**src/rtl/logic_seq_unit.sv**
```systemverilog
// Multi-cycle logic/shift execution unit: single-cycle AND/OR/NOR/INV and
// iterative 1-bit-per-cycle logical shifts behind a START/DONE handshake.
module logic_seq_unit #(
   parameter int WIDTH = 32,
   parameter int CNT_W = 5
) (
   input  logic             CLK,
   input  logic             RST,
   input  logic             START,
   input  logic [2:0]       OPRN,
   input  logic [WIDTH-1:0] OPRND1,
   input  logic [WIDTH-1:0] OPRND2,
   input  logic [CNT_W-1:0] SHAMT,
   output logic             BUSY,
   output logic             DONE,
   output logic [WIDTH-1:0] RESULT,
   output logic             ZERO,
   output logic             ERR
);

   localparam logic [2:0] OP_AND = 3'd0;
   localparam logic [2:0] OP_OR  = 3'd1;
   localparam logic [2:0] OP_NOR = 3'd2;
   localparam logic [2:0] OP_INV = 3'd3;
   localparam logic [2:0] OP_SLL = 3'd4;
   localparam logic [2:0] OP_SRL = 3'd5;

   localparam logic [CNT_W-1:0] CNT_ONE = {{(CNT_W-1){1'b0}}, 1'b1};

   typedef enum logic [1:0] {
      ST_IDLE,
      ST_EXEC,
      ST_DONE
   } state_t;

   state_t           state;
   state_t           next_state;
   logic [WIDTH-1:0] acc;
   logic [WIDTH-1:0] b_reg;
   logic [2:0]       op_reg;
   logic [CNT_W-1:0] cnt;

   logic             is_shift;
   logic             shift_step;
   logic             illegal;
   logic [WIDTH-1:0] exec_result;

   assign is_shift   = (op_reg == OP_SLL) || (op_reg == OP_SRL);
   assign shift_step = is_shift && (cnt != '0);
   assign illegal    = op_reg[2] & op_reg[1];

   assign BUSY = (state != ST_IDLE);
   assign DONE = (state == ST_DONE);

   // Value written to RESULT on the completion edge; shifts have already
   // walked acc to its final position by the time cnt reaches zero.
   always_comb begin
      exec_result = '0;
      case (op_reg)
         OP_AND:         exec_result = acc & b_reg;
         OP_OR:          exec_result = acc | b_reg;
         OP_NOR:         exec_result = ~(acc | b_reg);
         OP_INV:         exec_result = ~acc;
         OP_SLL, OP_SRL: exec_result = acc;
         default:        exec_result = '0;
      endcase
   end

   // NOTE: state registers use non-blocking assignments so every flop samples
   // pre-edge values; blocking here would create order-dependent simulation.
   always_ff @(posedge CLK or negedge RST) begin
      if (!RST) begin
         state <= ST_IDLE;
      end else begin
         state <= next_state;
      end
   end

   // NOTE: next_state gets its default before the case so no path leaves it
   // unassigned, which would otherwise infer a latch.
   always_comb begin
      next_state = state;
      case (state)
         ST_IDLE: if (START) next_state = ST_EXEC;
         ST_EXEC: if (!shift_step) next_state = ST_DONE;
         ST_DONE: next_state = ST_IDLE;
         default: next_state = ST_IDLE;
      endcase
   end

   always_ff @(posedge CLK or negedge RST) begin
      if (!RST) begin
         acc    <= '0;
         b_reg  <= '0;
         op_reg <= '0;
         cnt    <= '0;
         RESULT <= '0;
         ZERO   <= 1'b1;
         ERR    <= 1'b0;
      end else begin
         case (state)
            ST_IDLE: begin
               if (START) begin
                  acc    <= OPRND1;
                  b_reg  <= OPRND2;
                  op_reg <= OPRN;
                  cnt    <= SHAMT;
                  ERR    <= 1'b0;
               end
            end
            ST_EXEC: begin
               if (shift_step) begin
                  acc <= (op_reg == OP_SLL) ? (acc << 1) : (acc >> 1);
                  cnt <= cnt - CNT_ONE;
               end else begin
                  RESULT <= exec_result;
                  ZERO   <= (exec_result == '0);
                  ERR    <= illegal;
               end
            end
            default: ;
         endcase
      end
   end

endmodule

```
**config.mk**
```make
export PLATFORM = sky130hd
export DESIGN_NAME = logic_seq_unit
export DESIGN_NICKNAME = d
export VERILOG_FILES = /design/src/rtl/logic_seq_unit.sv
export SDC_FILE = /design/constraint.sdc
export NUM_CORES = 1
export LEC_CHECK = 0
export ABC_AREA = 1
export CAP_MARGIN = 20
export CORE_MARGIN = 1
export CORE_UTILIZATION = 44
export DETAILED_ROUTE_END_ITERATION = 8
export PLACE_DENSITY = 0.78
export SLEW_MARGIN = 20
export SYNTH_ARGS = -nofsm -noshare
export SYNTH_HDL_FRONTEND = slang
export SYNTH_SLANG_ARGS = --single-unit
```
**constraint.sdc**
```tcl
create_clock -name CLK -period 1.8 [get_ports CLK]
set_input_delay 0.36 -clock CLK [delete_from_list [all_inputs] [get_ports CLK]]
set_output_delay 0.36 -clock CLK [all_outputs]
set_load 0.03 [all_outputs]
```
# Yosys cells after proc, flatten, opt, wreduce, memory -nomap -nowiden
# Cells that the tools add are included.
# classes
n_addsub	1
n_eq_ne	10
mux	14
n_bitwise	6
n_reduce_logical	14
# ops
op	n
32-bit one-hot mux with 5 select lines	1
32-bit 2-to-1 mux	3
32-bit NOT	2
32-bit one-hot mux with 2 select lines	1
32-bit bitwise AND	1
32-bit logical NOT	1
32-bit OR	1
5-bit 2-to-1 mux	2
5-bit one-hot mux with 2 select lines	1
3-bit by 2-bit == test with 1-bit output, second input constant	2
3-bit == test, second input constant	2
2-bit != test, second input constant	3
2-bit AND reduction	3
3-bit AND reduction	2
5-bit nonzero test	1
5-bit by 1-bit subtractor with 5-bit output, second input constant	1
2-bit 2-to-1 mux	2
2-bit one-hot mux with 2 select lines	1
2-bit nonzero test	2
3-bit by 1-bit == test with 1-bit output, second input constant	1
3-bit logical NOT	1
2-bit by 1-bit == test with 1-bit output, second input constant	1
2-bit == test, second input constant	1
2-bit logical NOT	1
other kinds (7)	8
# word_totals
regBits	108
in_bits	75
out_inout_bits	36
elab_cells	53

# Logic depth before layout (Yosys ltp)
# depth
depth_word	5
depth_mapped	12
ltp_nobuf	11

# Worst setup path after synthesis
# Ideal clock, no wire load.
# synth_path
path_type	register to register
start	register op_reg[1]
end	register acc[11]
setup_ns	0.130
arrival_ns	1.452
required_ns	1.670
slack_ns	0.218
stages_incl_launch_ff	9
path_buffers	2
period_less_slack_ns	1.582
path_cell_list	dfrtp_1 -> nor2_4 -> nand2_2 -> o21ai_1 -> nand2_1 -> o21ai_2 -> buf_4 -> buf_2 -> a31oi_1
# synth_between
elab_chain_cells	5
elab_cells_between_ends	9
classes_between	eq/ne: 3; mux: 3; reduce/logical: 3
# synth_rtl
element	line	rtl
start: declaration	40	logic [2:0] op_reg;
start signal: assignment	95	op_reg <= '0;
start signal: assignment	106	op_reg <= OPRN;
3-bit == test, on equally long branches	48, 113	
1-bit logical OR	48	assign is_shift = (op_reg == OP_SLL) || (op_reg == OP_SRL);
1-bit logical AND	49	assign shift_step = is_shift && (cnt != '0);
2-bit != test (no line)	-	
3-bit AND reduction (no line)	-	
end signal: assignment	113	acc <= (op_reg == OP_SLL) ? (acc << 1) : (acc >> 1);
end: declaration	38	logic [WIDTH-1:0] acc;
# Parallel ways exist; a longest one is shown, timed or not. The select of a mux whose other input is x is not followed.
# A chain may end at the register's enable or synchronous reset.

# Worst setup path in the final report
# layout_path
start	register op_reg[0]
end	register ZERO
# layout_between
elab_chain_cells	5
elab_cells_between_ends	13
classes_between	eq/ne: 5; mux: 1; bitwise: 1; reduce/logical: 6
# layout_rtl
element	line	rtl
parallel branches: the longest is 5 deep, another holds 32-bit one-hot mux with 5 select lines	-	
end signal: assignment	117	ZERO <= (exec_result == '0);
end: declaration	17	output logic ZERO,
# Several ways; the timed one is not identified.

==> impl_metrics.env <==
export IMPL_status="complete, but fails checks"
export IMPL_violations="negative setup slack"
export IMPL_synth_xor_area_share_pct=0.148
export IMPL_grt_pass1_vias=5613
export IMPL_dp_slack_ns=-0.0127
export IMPL_area_growth_pct=36.2
export IMPL_finalHoldViolCount=0
export IMPL_synth_common_cells="nand2_1 (257), dfrtp_1 (107), nor2_1 (90)"
export IMPL_end_kind="flip-flop"
export IMPL_internal_power_mw=8.50
export IMPL_synthAdderAreaFrac_pct=0.422
export IMPL_ys_flop_type="dfrtp_1"
export IMPL_grt_overflow_total=0
export IMPL_routabilityCongestion=0.908
export IMPL_die_area_um2=14000
export IMPL_tns_ns=-0.0186
export IMPL_tightest_slew_ns=0.427
export IMPL_worst_slack_ns=-0.0186
export IMPL_period_minus_slack_ns=1.82
export IMPL_clkLatencyLatePin_ns=0.36
export IMPL_htreeDepth=3
export IMPL_synth_edf_count=0
export IMPL_port_buffer_count=110
export IMPL_antenna_found_initial=0
export IMPL_worstRegToRegCells=12
export IMPL_relSlewSlack_pct=71.5
export IMPL_post_drt_wl_per_cell_um=16.0
export IMPL_synth_simple_area_share_pct=26.4
export IMPL_ys_ff_latch=108
export IMPL_synth_compound_area_share_pct=15.6
export IMPL_synth_top_cell_by_area="dfrtp_1"
export IMPL_synth_mux_area_share_pct=4.56
export IMPL_async_flop_share_pct=100
export IMPL_cts_buffers=9
export IMPL_crit_fanout=6
export IMPL_clkSinkCount=108
export IMPL_cp_data_required_time_ns=2.08
export IMPL_grt_max_degree=52
export IMPL_pin_count=111
export IMPL_clk_transition_reported_paths_ns=0.07
export IMPL_fmax_mhz=550
export IMPL_cts_root_buf="clkbuf_16"
export IMPL_finalMaxSlewViolations=0
export IMPL_switching_power_mw=7.36
export IMPL_clkPwrFrac_pct=11.8
export IMPL_die_x_um=118
export IMPL_total_power_mw=15.9
export IMPL_total_leakage_power_nw=3.80
export IMPL_netlist_instances=792
export IMPL_dr_pass1_iters=5
export IMPL_drt_first_iter_violations=455
export IMPL_synth_top_family_by_area="simple AND/OR/NAND/NOR gates"
export IMPL_synth_area_um2=5930
export IMPL_holdPathStages=2
export IMPL_ir_drop_mv=0.788
export IMPL_skew_ns=0.00770
export IMPL_finalSetupViolCount=1
export IMPL_grt_pass1_wl_mm=27.7
export IMPL_syn_avg_cell_area_um2=7.49
export IMPL_clockBufferDepth=2
export IMPL_yosysMostFrequentCell="nand2_1"
export IMPL_hold_class="flip-flop to flip-flop"
export IMPL_yosys_warnings=0
export IMPL_start_util_pct=45.0
export IMPL_drive_gt1_share_pct=14.8
export IMPL_fill_cells=1146
export IMPL_cp_arrival_ns=2.10
export IMPL_via_per_inst=5.45
export IMPL_rsz0062_at_grt="true"
export IMPL_coreArea_um2=13200
export IMPL_combPwrFrac_pct=59.2
export IMPL_dp_hpwl_mm=12.2
export IMPL_powerDensity_nw_per_um2=1960
export IMPL_row_count=42
export IMPL_maxCapViolCount=0
export IMPL_via_count=6030
export IMPL_totalWireLength_mm=17.7
export IMPL_yosysSeqAreaShare_pct=45.6
export IMPL_yosys_cell_types_count=31
export IMPL_synth_top_area_share_pct=45.1
export IMPL_p_sw_share_pct=46.4
export IMPL_n_antenna_cell=0
export IMPL_worstSetupPathType="flip-flop to flip-flop"
export IMPL_yosys_top_cells_area="dfrtp_1 (45%), nand2_1 (16%), nor2_1 (5.7%)"
export IMPL_syn_nets=869
export IMPL_antenna_left=0
export IMPL_die_y_um=118
export IMPL_timing_final_crit_share_pct=101
export IMPL_nets=1003
export IMPL_drc=0
export IMPL_cts_tree="built"
export IMPL_grt_use_total_pct=25.4
export IMPL_startpoint_type="flip-flop"
export IMPL_pwr_share_seq_pct=29.0
[cells by family (layout without fill, tap and decap cells)]
family | after synthesis | count (layout)
flops | 108 | 108
simple gates | 398 | 398
mux | 24 | 24
buf+inv | 101 | 239
compound gates | 158 | 158
fa+ha+maj | 2 | 2
xor+xnor | 1 | 1
[cell type report]
type                            count  area (um^2)  share of cell area [%]
Inverter                           58          228                    2.82
Timing Repair Buffer              166         1760                    21.8
Clock buffer                       13          260                    3.22
Multi-Input combinational cell    583         2900                    35.9
Clock inverter                      2         10.0                   0.124
Tap cell                          176          220                    2.72
Sequential cell                   108         2710                    33.5
[per-layer routing]
metal  vias to the layer above  track usage (%)  wire length [um]
li1                       2886                -                 -
met4                         0             10.6               563
met3                        50             3.54              1360
met2                       300             41.4              8480
met1                      2794             34.0              7290
met5                         -                0                 0
[power groups by stage]
| stage | Sequential, mW | Combinational (mW) | Clock (mW) |
|---|---|---|---|
| 6_report | 4.60 | 9.39 | 1.87 |
| 5_1_grt | 4.75 | 10.3 | 1.97 |
| 4_1_cts | 4.56 | 8.53 | 1.88 |
| 3_5_place_dp | 4.60 | 8.30 | 0 |
| 3_3_place_gp | 4.55 | 8.17 | 0 |
| 2_1_floorplan | 5.00 | 4.84 | 0 |
[worst max-delay path, cell delays in order, from the launching register on]
cell	delay, ns
dfrtp_1	0.42
buf_6	0.15
o21ai_4	0.16
buf_12	0.15
buf_12	0.13
nand2_1	0.05
nand2_1	0.09
nand2_1	0.08
nor2_2	0.08
nand2_1	0.07
nor2_2	0.13
nand3_1	0.09
o21bai_1	0.15
[stage by stage]
step                instance area (um^2)  hold slack, ns  cells  utilization [%]
finish                              8080           0.484   1106             61.3
CTS                                 7800           0.483   1093             59.1
floorplan                           5930          0.0644    792                -
global placement                    7460           0.331   1074             56.6
global route                        8080           0.503   1106             61.3
detailed placement                  7460           0.326   1074             56.6
[what timing repair did]
item	in CTS	in global routing
setup endpoints to repair	4	58
cloned	1	3
pin swaps	1	27
hold buffers	1	0
setup buffers	2	11
endpoints found under the hold margin	25	0
resized for setup	5	51
[cell usage in the layout (no fill, tap or decap), types with 15 or more instances in the layout]
| cell type | n |
|---|---|
| a21oi_1 | 28 |
| a31oi_1 | 32 |
| buf_4 | 34 |
| clkdlybuf4s50_1 | 101 |
| dfrtp_1 | 105 |
| inv_1 | 52 |
| mux2_2 | 24 |
| nand2_1 | 237 |
| nand2_2 | 18 |
| nand3_1 | 47 |
| nor2_1 | 78 |
| o21ai_0 | 65 |
| o221ai_1 | 15 |
[worst paths after layout]
| path | start | to | slack [ns] |
|---|---|---|---|
| setup / recovery | op_reg[0]$_DFFE_PN0P_ | ZERO$_DFFE_PN1P_ | -0.02 |
| hold / removal | RESULT[26]$_DFFE_PN0P_ | RESULT[26]$_DFFE_PN0P_ | 0.48 |
| setup reg to reg | op_reg[0]$_DFFE_PN0P_ | ZERO$_DFFE_PN1P_ | -0.02 |
| hold reg to reg | RESULT[26]$_DFFE_PN0P_ | RESULT[26]$_DFFE_PN0P_ | 0.48 |
| max in group asynchronous | RST | RESULT[18]$_DFFE_PN0P_ | 0.67 |
| min in group asynchronous | RST | acc[21]$_DFFE_PN0P_ | 0.49 |
Note: power is estimated with default switching activity, not from simulation.
